`config.mk`:
```
export PLATFORM = sky130hd
export DESIGN_NAME = sr_bank_ctrl
export DESIGN_NICKNAME = d
export VERILOG_FILES = /design/src/rtl/sr_bank_pkg.sv /design/src/rtl/sr_rr_arb2.sv /design/src/rtl/sr_bank_ctrl.sv
export SDC_FILE = /design/constraint.sdc
export NUM_CORES = 1
export LEC_CHECK = 0
export CAP_MARGIN = 20
export CORE_ASPECT_RATIO = 1.75
export CORE_MARGIN = 3
export CORE_UTILIZATION = 57
export DETAILED_ROUTE_END_ITERATION = 16
export MAX_ROUTING_LAYER = met4
export PLACE_DENSITY = 0.87
export SLEW_MARGIN = 20
export SYNTH_ARGS = -nofsm -noshare
export SYNTH_HDL_FRONTEND = slang
export SYNTH_SLANG_ARGS = --single-unit
```
`constraint.sdc`:
```
create_clock -name clk -period 4.46 [get_ports clk]
set_input_delay 0.892 -clock clk [delete_from_list [all_inputs] [get_ports clk]]
set_output_delay 0.892 -clock clk [all_outputs]
set_load 0.005 [all_outputs]
```
`src/rtl/sr_bank_pkg.sv`:
```
// Shared types and constants for the SR bank sequencer.
package sr_bank_pkg;

    typedef enum logic [2:0] {
        ST_IDLE   = 3'd0,
        ST_PULSE  = 3'd1,
        ST_SETTLE = 3'd2,
        ST_VERIFY = 3'd3,
        ST_ACK    = 3'd4
    } state_e;

    localparam logic OP_SET = 1'b1;
    localparam logic OP_RST = 1'b0;

endpackage

```
`src/rtl/sr_rr_arb2.sv`:
```
// Two-way round-robin arbiter: one-hot grant, pointer moves to the loser
// whenever a grant is taken.
module sr_rr_arb2
    import sr_bank_pkg::*;
(
    input  logic       clk,
    input  logic       rst_n,
    input  logic [1:0] req_i,
    input  logic       en_i,
    output logic [1:0] gnt_o
);

    logic ptr_q;

    // Pointer breaks ties only; a single requester always wins outright.
    always_comb begin
        gnt_o = req_i;
        if (req_i == 2'b11) begin
            gnt_o = ptr_q ? 2'b10 : 2'b01;
        end
    end

    // After each grant the other requester gets priority.
    always_ff @(posedge clk) begin
        if (!rst_n) begin
            ptr_q <= 1'b0;
        end else if (en_i && (|req_i)) begin
            ptr_q <= gnt_o[0];
        end
    end

endmodule

```
`src/rtl/sr_bank_ctrl.sv`:
```
// SR flip-flop bank sequencer: arbitrates two requesters, issues one-hot
// set/reset pulses, settles, acknowledges and tracks a shadow of the bank.
// Optional read-back verify step enabled by defining SR_BANK_VERIFY_EN.
//
// state     | meaning
// ST_IDLE   | waiting for a request; arbitrate and latch winner
// ST_PULSE  | s or r driven on the target bit for PULSE_W cycles
// ST_SETTLE | s=r=0 for SETTLE cycles
// ST_VERIFY | compare q_fb against the requested value (SR_BANK_VERIFY_EN)
// ST_ACK    | ack pulse to the winner, then back to idle
module sr_bank_ctrl
    import sr_bank_pkg::*;
#(
    parameter int N       = 8,
    parameter int IW      = (N > 1) ? $clog2(N) : 1,
    parameter int PULSE_W = 2,
    parameter int SETTLE  = 1
) (
    input  logic          clk,
    input  logic          rst_n,
    input  logic          req0_valid,
    input  logic [IW-1:0] req0_idx,
    input  logic          req0_op,
    output logic          req0_ack,
    input  logic          req1_valid,
    input  logic [IW-1:0] req1_idx,
    input  logic          req1_op,
    output logic          req1_ack,
    output logic [N-1:0]  s,
    output logic [N-1:0]  r,
    input  logic [N-1:0]  q_fb,
    output logic [N-1:0]  shadow,
    output logic          busy,
    output logic          err
);

    localparam logic [IW:0] N_L = (IW + 1)'(N);

    state_e        state_q;
    logic [15:0]   cnt_q;
    logic [N-1:0]  s_q, r_q, shadow_q;
    logic          ack_q, sel_q, op_q;
    logic [IW-1:0] idx_q;

    logic [1:0]    gnt;
    logic          win_sel, cmd_op, in_range, noop;
    logic [IW-1:0] cmd_idx;
    logic [N-1:0]  cmd_oh;

    sr_rr_arb2 u_arb (
        .clk   (clk),
        .rst_n (rst_n),
        .req_i ({req1_valid, req0_valid}),
        .en_i  (state_q == ST_IDLE),
        .gnt_o (gnt)
    );

    // Winner's command and whether it would change the bank at all.
    always_comb begin
        win_sel  = gnt[1];
        cmd_idx  = win_sel ? req1_idx : req0_idx;
        cmd_op   = win_sel ? req1_op  : req0_op;
        in_range = ({1'b0, cmd_idx} < N_L);
        noop     = !in_range || (cmd_op == shadow_q[cmd_idx]);
        cmd_oh   = {{(N-1){1'b0}}, 1'b1} << cmd_idx;
    end

    // Sequencer FSM with registered s/r/ack/shadow outputs.
    always_ff @(posedge clk) begin
        if (!rst_n) begin
            state_q  <= ST_IDLE;
            cnt_q    <= '0;
            s_q      <= '0;
            r_q      <= '0;
            shadow_q <= '0;
            ack_q    <= 1'b0;
            sel_q    <= 1'b0;
            op_q     <= 1'b0;
            idx_q    <= '0;
        end else begin
            case (state_q)
                ST_IDLE: begin
                    if (|gnt) begin
                        sel_q <= win_sel;
                        idx_q <= cmd_idx;
                        op_q  <= cmd_op;
                        if (noop) begin
                            // ACK entered with ack low gives the extra cycle of no-op timing.
                            state_q <= ST_ACK;
                        end else begin
                            state_q <= ST_PULSE;
                            cnt_q   <= 16'(PULSE_W - 1);
                            s_q     <= cmd_op ? cmd_oh : '0;
                            r_q     <= cmd_op ? '0 : cmd_oh;
                        end
                    end
                end
                ST_PULSE: begin
                    if (cnt_q == '0) begin
                        s_q <= '0;
                        r_q <= '0;
                        if (SETTLE > 0) begin
                            state_q <= ST_SETTLE;
                            cnt_q   <= 16'(SETTLE - 1);
                        end else begin
`ifdef SR_BANK_VERIFY_EN
                            state_q <= ST_VERIFY;
`else
                            state_q         <= ST_ACK;
                            ack_q           <= 1'b1;
                            shadow_q[idx_q] <= op_q;
`endif
                        end
                    end else begin
                        cnt_q <= cnt_q - 16'd1;
                    end
                end
                ST_SETTLE: begin
                    if (cnt_q == '0) begin
`ifdef SR_BANK_VERIFY_EN
                        state_q <= ST_VERIFY;
`else
                        state_q         <= ST_ACK;
                        ack_q           <= 1'b1;
                        shadow_q[idx_q] <= op_q;
`endif
                    end else begin
                        cnt_q <= cnt_q - 16'd1;
                    end
                end
`ifdef SR_BANK_VERIFY_EN
                ST_VERIFY: begin
                    state_q         <= ST_ACK;
                    ack_q           <= 1'b1;
                    shadow_q[idx_q] <= q_fb[idx_q];
                end
`endif
                ST_ACK: begin
                    if (!ack_q) begin
                        ack_q <= 1'b1;
                    end else begin
                        ack_q   <= 1'b0;
                        state_q <= ST_IDLE;
                    end
                end
                default: state_q <= ST_IDLE;
            endcase
        end
    end

`ifdef SR_BANK_VERIFY_EN
    logic err_q;

    // Sticky read-back mismatch flag, cleared only by reset.
    always_ff @(posedge clk) begin
        if (!rst_n) begin
            err_q <= 1'b0;
        end else if (state_q == ST_VERIFY && q_fb[idx_q] != op_q) begin
            err_q <= 1'b1;
        end
    end

    assign err = err_q;
`else
    logic unused_q_fb;
    assign unused_q_fb = ^q_fb;
    assign err         = 1'b0;
`endif

    assign s        = s_q;
    assign r        = r_q;
    assign shadow   = shadow_q;
    assign req0_ack = ack_q & ~sel_q;
    assign req1_ack = ack_q &  sel_q;
    assign busy     = (state_q != ST_IDLE);

endmodule
```
==> Word level (Yosys, flattened, before mapping) <==
Index checks and enable logic that the tools add are counted.
{ "totals": {"inputBits": 20, "output_inout_bits": 28, "register_bits": 50} }
{ "op_classes": {"add_sub_neg": 1, "n_eq_ne": 11, "bitwise_logic": 3, "n_lt_le_gt_ge": 3, "n_mux": 32, "reduce_logical": 16, "n_shift": 1} }
{ "op_table": {"columns": ["operator", "n"], "rows": [
  ["$mux 16", 4],
  ["$mux 8", 7],
  ["$pmux 16 s3", 1],
  ["$pmux 8 s2", 2],
  ["$mux 3", 6],
  ["$logic_not 16->1", 1],
  ["$sub 16x1->16 const B", 1],
  ["$ne 2x2->1 const B", 6],
  ["$pmux 3 s4", 1],
  ["$reduce_and 4->1", 3],
  ["$bwmux 8", 1],
  ["$lt 3x4->1 const B", 2],
  ["$shl 1x3->8 const A", 1],
  ["$reduce_and 2->1", 3],
  ["$reduce_bool 3->1", 2],
  ["$mux 1", 5],
  ["$mux 2", 2],
  ["$reduce_bool 2->1", 2],
  ["$reduce_or 2->1", 2],
  ["$bmux 1 s3", 1],
  ["$demux 1 s3", 1],
  ["$eq 3x1->1 const B", 1],
  ["$eq 3x2->1 const B", 1],
  ["$eq 3x3->1 const B", 1],
  ["8 further kinds", 10]
]} }

==> Logic depth before layout (Yosys ltp) <==
Gate-level depths: netlist of the first run.
{ "logic_depth": {"word_depth": 9, "depth_mapped": 10, "depth_no_buf": 9} }

==> Cells and area by module <==
Synthesis of the first run repeated with hierarchy kept, for this count alone.
{ "unflattened": {"hier_cells": 340, "hier_area_um2": 2686.3} }
{ "by_module_without_submodules": {"columns": ["mod", "cells_each", "area_per_inst_um2", "instances"], "rows": [
  ["sr_bank_ctrl", 333, 2625.0, 1],
  ["sr_rr_arb2", 7, 61.3, 1]
]} }

==> Least setup slack after synthesis of the first run <==
OpenSTA, ideal clock, no wires.
{ "synth_path": {"path_kind": "input to register", "start": "in req1_valid", "end": "reg s_q[3] (netlist: s[3])", "setup_slack_ps": 1579, "setup_time_ps": 70, "path_stages": 9, "arrival_time_ps": 2811, "required_time_ps": 4390, "path_cell_list": "buf_4 inv_2 or4_4 a21oi_1 a2111oi_2 nor3_2 o21ai_2 or4_4 o2bb2ai_1"} }
{ "synth_between": {"elab_chain_len": 8, "word_cells_on_any_way": 16, "cone_classes": "eq/ne: 4; shift: 1; mux: 9; reduce/logical: 2"} }
{ "synth_rtl": {"columns": ["element", "line", "source"], "rows": [
  ["start: declaration", "sr_bank_ctrl.sv:25", "input logic req1_valid,"],
  ["$eq 2x2->1", "sr_rr_arb2.sv:18", "if (req_i == 2'b11) begin"],
  ["$mux 2 (*)", "sr_rr_arb2.sv:18", null],
  ["$mux 3", "sr_bank_ctrl.sv:61", "cmd_idx = win_sel ? req1_idx : req0_idx;"],
  ["$bmux 1 s3 / $shl 1x3->8 (equally long branches)", "sr_bank_ctrl.sv:64, sr_bank_ctrl.sv:65", null],
  ["$mux 1 (implied by the code) / $mux 8 (equally long branches)", "sr_bank_ctrl.sv:64, sr_bank_ctrl.sv:93", null],
  ["$eq 1x1->1 / $mux 8 (equally long branches)", "sr_bank_ctrl.sv:64, sr_bank_ctrl.sv:87", null],
  ["$ne 2x2->1 (no source line) / $mux 8 (equally long branches)", null, null],
  ["$reduce_and 4->1 (no source line) / $pmux 8 s2 (equally long branches)", null, null],
  ["end signal: assignment", "sr_bank_ctrl.sv:93", "s_q <= cmd_op ? cmd_oh : '0;"],
  ["end: declaration", "sr_bank_ctrl.sv:41", "logic [N-1:0] s_q, r_q, shadow_q;"]
]} }
Mark *: on every way between the ends. The rest lies on a longest branch, timed or not. The select of a mux whose other input is x is not followed.
A chain may end at the register's enable or synchronous reset.

==> Worst setup path after layout of the first run <==
{ "layout_path": {"start": "in req1_valid", "end": "reg cnt_q[15]"} }
{ "layout_between": {"elab_chain_len": 8, "word_cells_on_any_way": 11, "cone_classes": "eq/ne: 4; mux: 5; reduce/logical: 2"} }
{ "layout_rtl": {"columns": ["element", "line", "source"], "rows": [
  ["$eq 2x2->1", "sr_rr_arb2.sv:18", null],
  ["$mux 2 (*)", "sr_rr_arb2.sv:18", null],
  ["$mux 3", "sr_bank_ctrl.sv:61", null],
  ["$bmux 1 s3", "sr_bank_ctrl.sv:64", "noop = !in_range || (cmd_op == shadow_q[cmd_idx]);"],
  ["$mux 1 (implied by the code)", "sr_bank_ctrl.sv:64", null],
  ["$eq 1x1->1", "sr_bank_ctrl.sv:64", null],
  ["$ne 2x2->1 (no source line)", null, null],
  ["$reduce_and 4->1 (no source line) (*)", null, null],
  ["end signal: assignment", "sr_bank_ctrl.sv:92", "cnt_q <= 16'(PULSE_W - 1);"],
  ["end signal: assignment", "sr_bank_ctrl.sv:104", "cnt_q <= 16'(SETTLE - 1);"],
  ["end signal: assignment", "sr_bank_ctrl.sv:115", "cnt_q <= cnt_q - 16'd1;"],
  ["end: declaration", "sr_bank_ctrl.sv:40", "logic [15:0] cnt_q;"]
]} }
Marks and branches as above.

==> key figures, run 1 <==
Status
  • Status: complete, no violations

Finish
  • # diodes: 0
  • Finished Core Util: 71.0%
  • Fraction of layout instances using a drive strength above 1: 7.95%
  • Area growth from synthesis to layout: 16.5%
  • Final #Nets: 386
  • Fillers: roughly 370

Synth
  • Synth warn: 0
  • Mapped Cells: approximately 330
  • Post-Syn Area: 2760 um2
  • Flops & latches, synth: 50
  • Sequential cell area fraction in the yosys report: 36.3%
  • Avg Inst Size Synth: 8.26 um2
  • Synthesized Nets: 356
  • Post-synth EDFFs: 0
  • Yosys cell types: 65
  • Ys flop type: dfxtp_1
  • Synth async-reset ratio: 0%

Global routing
  • Initial antenna violation count: 0
  • GRT Util Overall: roughly 25%
  • Vias in the first global route: ~2500
  • Largest net degree at the start of global routing: 36
  • Global-route wire length before repair: 11.3 mm
  • Total grt overflow: 0

Clocking
  • CTS tree: done
  • Postcts setup bufs: 0
  • Hold-fix buffers at CTS: 0
  • Htree depth: 2
  • Post-CTS sizing: 0
  • Worst-path clk slew: 0.09 ns
  • CTS Root Cell: clkbuf_8
  • Clock sink total: 50
  • Clock Latency Late Sink: just over 0.3 ns
  • Total CTS buffers: 5
  • Clock Tree Buf Depth: 2

Routing
  • Vias/cell: 6.11
  • Routed vias: around 2500
  • DR iter-0 viols: 94
  • DRC violations left: 0
  • ANT nets after route: 0
  • Pre-antenna DRT Iters: 5
  • DRT Wirelength: 6.47 mm
  • Wire per inst: 15.5 um

STA
  • Max-slew headroom: 57.9%
  • Setup Viol. Count Final: 0
  • Min Clock Period, post-route: 3.57 ns
  • Post-route setup TNS: 0 ns
  • Slew Viols, Final: 0
  • Achievable Freq: 280 MHz
  • Clock Skews: 0.00733 ns
  • Worst Max-Slew Pin Slew: 0.626 ns
  • Hold Vio Cnt, Final: 0
  • Ratio of final minimum period to clock period: 80.1%
  • RSZ-0062 raised after global routing: no

Die
  • Starting Density: 61.0%
  • Rows: 32
  • Die area: 5740 um2
  • Die H: 98.0 um
  • Die W: just under 60 um
  • Io pins: 48
  • Core Area: 4520 um2

Power and ir drop
  • Pwr/cell area: 578 nW/um2
  • Lkg Pwr: 1.20 nW
  • Max IR drop VDD: about 0.63 mV
  • Power, Total: about 1.9 mW

Placement
  • Final HPWL DP: 4.83 mm
  • Gp weighted congestion: 0.845
  • I/O Buffers: 38

Worst setup path
  • CP required: about 4.7 ns
  • Worst setup EP type: flop
  • Setup crit start kind: input port
  • CP Data Arrival Time: 3.81 ns
  • CP Class: in2reg
  • Crit-path max FO: 12

Job
  • Number of max-cap violations: 0

Worst hold path
  • Worst hold path class: reg2reg
-- placed cells by master, fill, tap and decap left out, types with 3 or more instances in the layout --
master,Yosys,layout
nor2_1,36,36
clkbuf_8,0,5
a211oi_1,5,5
o211a_1,4,4
or3_1,11,11
clkdlybuf4s50_1,0,38
nor3b_1,5,5
a31oi_1,6,6
and2_1,4,4
or4_4,3,3
o211ai_1,3,3
nand3_1,10,10
nor2b_1,9,9
o21a_1,3,3
dfxtp_1,50,50
inv_1,8,8
nand2b_1,7,7
nor3_1,6,6
o21ai_0,19,19
and3_1,3,3
nand3b_1,3,3
mux2i_1,15,15
a21oi_1,16,16
o2bb2ai_1,8,8
nand2_1,39,39
-- layer usage --
| layer | share of wire, % | up-vias | GRT usage (%) | wire length, um |
|---|---|---|---|---|
| met1 | 40 | 1215 | 27.2 | 2550 |
| met3 | 2.9 | 14 | 3.84 | 187 |
| li1 | - | 1258 | - | - |
| met5 | 0 | - | - | 0 |
| met2 | 55 | 55 | 44.9 | 3550 |
| met4 | 2.7 | 0 | 10.1 | 177 |
-- area by class of cell --
type	instances	area [um2]	share of cell area (%)
inverters	9	33.8	1.05
multi-input cells	258	1630	50.7
clock buffers	5	68.8	2.14
clock inverters	3	21.3	0.662
well taps	51	63.8	1.99
repair buffers	40	395	12.3
flip-flops and latches	50	1000	31.2
-- worst max-delay path, stage by stage --
cell and delay (ns):
clkdlybuf4s50_1 0.70, inv_2 0.17, nor2_4 0.26, mux2i_4 0.38, o2111ai_1 0.26, a21boi_2 0.23, a211oi_1 0.07, buf_4 0.20
or4b_1 0.51, a21oi_1 0.14
-- state kept, by name, summed over array words and instances (netlist names) --
name and count:
s 8, shadow 8, ack_q 1, state_q 3, sel_q 1, idx_q 3, r 8, op_q 1
cnt_q 16, u_arb.ptr_q 1
-- Yosys cell counts (5+ instances only) --
cell type / instances / area, um2
dfxtp_1: 50 / 1000
nand2_1: 39 / 146
nor2_1: 36 / 135
o21ai_0: 19 / 95.1
a21oi_1: 16 / 80.1
mux2i_1: 15 / 150
or3_1: 11 / 68.8
nand3_1: 10 / 50.1
nor2b_1: 9 / 56.3
clkbuf_1: 8 / 30.0
inv_1: 8 / 30.0
o2bb2ai_1: 8 / 70.1
nand2b_1: 7 / 43.8
a31oi_1: 6 / 37.5
nor3_1: 6 / 30.0
a211oi_1: 5 / 37.5
nor3b_1: 5 / 37.5
-- metrics by stage --
step	instance area, um2	hold WS (ns)	setup WS (ns)	instances
after floorplan	2760	0.447	1.58	334
after global placement	3120	0.447	0.669	408
after detailed placement	3120	0.447	0.628	408
after CTS	3210	0.472	0.934	416
after global routing	3210	0.483	0.667	416
final	3210	0.466	0.887	416
-- cell families (layout without fill, tap and decap cells) --
kind of cell    count (synthesis)  after routing  synth area share [%]
buf+inv                        26             57                  4.67
fa+ha+maj                       2              2                 0.907
flops                          50             50                  36.3
mux                            17             17                  6.67
other cells                     1              1                 0.136
compound gates                 86             86                  21.8
simple gates                  149            149                  28.6
xor+xnor                        3              3                 0.953
-- worst paths after layout --
kind	depth (start not counted)	slack, ns	end	from
worst max-delay path	10	0.89	cnt_q[15]$_SDFFE_PN0P_	req1_valid
worst min-delay path	2	0.47	r[3]$_SDFFE_PN0P_	r[3]$_SDFFE_PN0P_
worst max register to register	8	1.70	cnt_q[15]$_SDFFE_PN0P_	state_q[2]$_SDFFE_PN0P_
worst min register to register	2	0.47	r[3]$_SDFFE_PN0P_	r[3]$_SDFFE_PN0P_
-- report_power, final --
group	total, mW	internal, mW	switching [mW]	leakage [nW]
clock	0.266	0.110	0.156	0.0441
sequential	0.652	0.539	0.113	0.406
combinational	0.939	0.382	0.556	0.746
total	1.86	1.03	0.825	1.20
(Power assumes the default switching activity.)
==> run 2, diff against run 1 <==
- CORE_UTILIZATION: 57 -> 53
- PLACE_DENSITY: 0.87 -> 0.82
- clock period: 4.46 -> 3.5 ns (I/O delays scaled with it)
==> run 2 against run 1 <==
Net effect: worst hold slack better by 0.00071 ns; critical path depth down 1; sequential power up 27%; largest cell class unchanged; highest routed layer unchanged.
==> key figures, run 2 (synthesized netlist as in run 1, its figures left out) <==
Worst setup path
  • Stages on worst setup path: 9 (-1)
  • Crit path to: cnt_q[15]$_SDFFE_PN0P_
  • CP startpoint: req0_valid
  • CP required: 3.73 ns (-0.97 ns)
  • CP Class: in2reg
  • Worst setup EP type: flop
  • Crit-path max FO: 8 (-4)
  • Capturing point of the worst reg2reg path: cnt_q[15]$_SDFFE_PN0P_
  • FF-to-FF Start: state_q[2]$_SDFFE_PN0P_
  • Top delay family on crit path: compound AO/OA/AOI/OAI gates
  • Setup crit start kind: input port
  • FF-to-FF setup slack: 0.94 ns (-0.76 ns)
  • Worst Path Buf+Inv: 1 (-2)
  • R2R cell count: 8 (unchanged)
  • CP Data Arrival Time: 3.23 ns (-0.58 ns)
  • Crit-path slowest cell: clkdlybuf4s50_1
  • Crit path cell chain: clkdlybuf4s50_1 -> nor2b_4 -> nor2_4 -> o21ai_1 -> o2111ai_1 -> a21boi_2 -> a211oi_1 -> or4b_1 -> a21oi_1
  • CP max stage delay: 0.54 ns (-0.16 ns)

Die
  • Starting Density: 55.0% (-6.0 points)
  • Die area: 6140 um2 (+6.9%)
  • Rows: 34 (+6.3%)
  • Die W: 60.5 um (+3.3%)
  • Io pins: 48 (unchanged)
  • Core Area: 5020 um2 (+11%)
  • Die H: 101 um (+3.5%)

Power and ir drop
  • Power, Total: 2.47 mW (+33%)
  • Net load switching power: 1.05 mW (+27%)
  • Flop pwr share: 33.7% (-1.4 points)
  • Pwr/cell area: 750 nW/um2 (+30%)
  • Clock Power Share: 16.2% (+1.9 points)
  • Logic pwr share: 50.1% (-0.5 points)
  • Max IR drop VDD: 0.782 mV (+24%)
  • Sw Ratio: 42.4% (-2.0 points)
  • Internal power: 1.42 mW (+38%)
  • Lkg Pwr: 1.24 nW (+3.9%)

STA
  • Ratio of final minimum period to clock period: 85.9%
  • Clock Skews: 0.00686 ns (-0.000472 ns)
  • Max-slew headroom: 60.7% (+2.7 points)
  • Hold Vio Cnt, Final: 0 (unchanged)
  • Setup Viol. Count Final: 0 (unchanged)
  • Worst Max-Slew Pin Slew: 0.585 ns (-0.0409 ns)
  • Achievable Freq: 333 MHz
  • Post-route setup TNS: 0 ns (unchanged)
  • Slew Viols, Final: 0 (unchanged)
  • Min Clock Period, post-route: approximately 3 ns
  • RSZ-0062 raised after global routing: no

Global routing
  • Largest net degree at the start of global routing: 35 (-2.8%)
  • GRT Util Overall: 23.6% (-1.7 points)
  • Total grt overflow: 0 (unchanged)
  • Vias in the first global route: 2511 (+0.20%)
  • Initial antenna violation count: 0 (unchanged)
  • Global-route wire length before repair: 11.0 mm (-3.3%)

Clocking
  • Clock Tree Buf Depth: 2 (unchanged)
  • Total CTS buffers: 5 (unchanged)
  • Post-CTS sizing: 0 (unchanged)
  • Clock sink total: 50 (unchanged)
  • Hold-fix buffers at CTS: 0 (unchanged)
  • Worst-path clk slew: 0.09 ns (about the same)
  • Postcts setup bufs: 0 (unchanged)
  • Htree depth: 2 (unchanged)
  • Clock Latency Late Sink: 0.30 ns (about the same)
  • CTS Root Cell: clkbuf_8
  • CTS tree: done

Placement
  • Cell Area, Placed: 3180 um2 (+1.8%)
  • Final HPWL DP: 4.93 mm (+2.0%)
  • Gp weighted congestion: 0.876 (+3.6%)
  • I/O Buffers: 38 (unchanged)

Job
  • Number of max-cap violations: 0 (unchanged)

Finish
  • Most flop-heavy register: cnt_q
  • Fraction of layout instances using a drive strength above 1: 9.68% (+1.7 points)
  • Area growth from synthesis to layout: 19.2%
  • Design Area, Final: 3290 um2 (+2.3%)
  • Final #Nets: 393 (+1.8%)
  • Max reg flops: 16 (unchanged)
  • Commonest non-fill, non-tap cells in the layout: dfxtp_1, nand2_1, clkdlybuf4s50_1
  • # diodes: 0 (unchanged)
  • Most common cell after layout, fill and taps aside: dfxtp_1

Routing
  • Pre-antenna DRT Iters: 4 (-1)
  • DR iter-0 viols: 174 (+85%)
  • ANT nets after route: 0 (unchanged)
  • DRC violations left: 0 (unchanged)
  • Routed vias: 2526 (-0.63%)
  • DRT Wirelength: 6.51 mm (+0.62%)
  • Wire per inst: 15.3 um (-1.7%)
  • Vias/cell: 5.93 (-3.0%)

Worst hold path
  • Worst hold path class: reg2reg

Status
  • Status: complete, no violations
run 2: power by group through the flow:
stage	Sequential (mW)	Clock, mW	Combinational [mW]
after floorplan	0.775	0	0.976
after global placement	0.835	0	1.19
after detailed placement	0.842	0	1.22
after CTS	0.829	0.407	1.24
after global routing	0.854	0.428	1.42
final	0.831	0.399	1.24
run 2: worst min-delay path by stage:
stage / startpoint / end / cells after the start
after global routing: s[4]$_SDFFE_PN0P_ / s[4]$_SDFFE_PN0P_ / 1
after floorplan: cnt_q[15]$_SDFFE_PN0P_ / cnt_q[15]$_SDFFE_PN0P_ / 2
final: s[0]$_SDFFE_PN0P_ / s[0]$_SDFFE_PN0P_ / 1
after detailed placement: s[0]$_SDFFE_PN0P_ / s[0]$_SDFFE_PN0P_ / 1
after global placement: s[0]$_SDFFE_PN0P_ / s[0]$_SDFFE_PN0P_ / 1
after CTS: s[3]$_SDFFE_PN0P_ / s[3]$_SDFFE_PN0P_ / 1
run 2: layout make-up:
cell class              instances  area, um2
clock buffers                   5       68.8
multi-input cells             258       1630
inverters                       9       33.8
well taps                      54       67.6
repair buffers                 47        448
flip-flops and latches         50       1000
clock inverters                 3       40.0
fillers                       458       1730
run 2: layer usage:
layer  vias to the layer above  wire [um]  share of wire, %  track usage [%]
li1                       1272          -                 -                -
met4                         0        192               3.0             11.5
met2                        48       3520                54             41.9
met1                      1194       2600                40             24.8
met3                        12        195               3.0             2.81
met5                         -          0                 0                -
run 2: worst register-to-register path, stage by stage, from the launching register on:
cell and delay [ns]:
dfxtp_1 0.45, nor3_1 0.56, o21ai_0 0.19, buf_4 0.19, nor2_1 0.14, a21boi_2 0.19, a211oi_1 0.09, or4b_1 0.53
a21oi_1 0.15
run 2: through the flow:
step | hold slack, ns | std cells | utilization [%] | setup WS, ns
floorplan | 0.447 | 334 | - | 0.811
CTS | 0.471 | 426 | 65.5 | 0.502
global route | 0.490 | 426 | 65.5 | 0.272
global placement | 0.446 | 418 | 63.3 | 0.243
finish | 0.467 | 426 | 65.5 | 0.495
detailed placement | 0.445 | 418 | 63.3 | 0.188
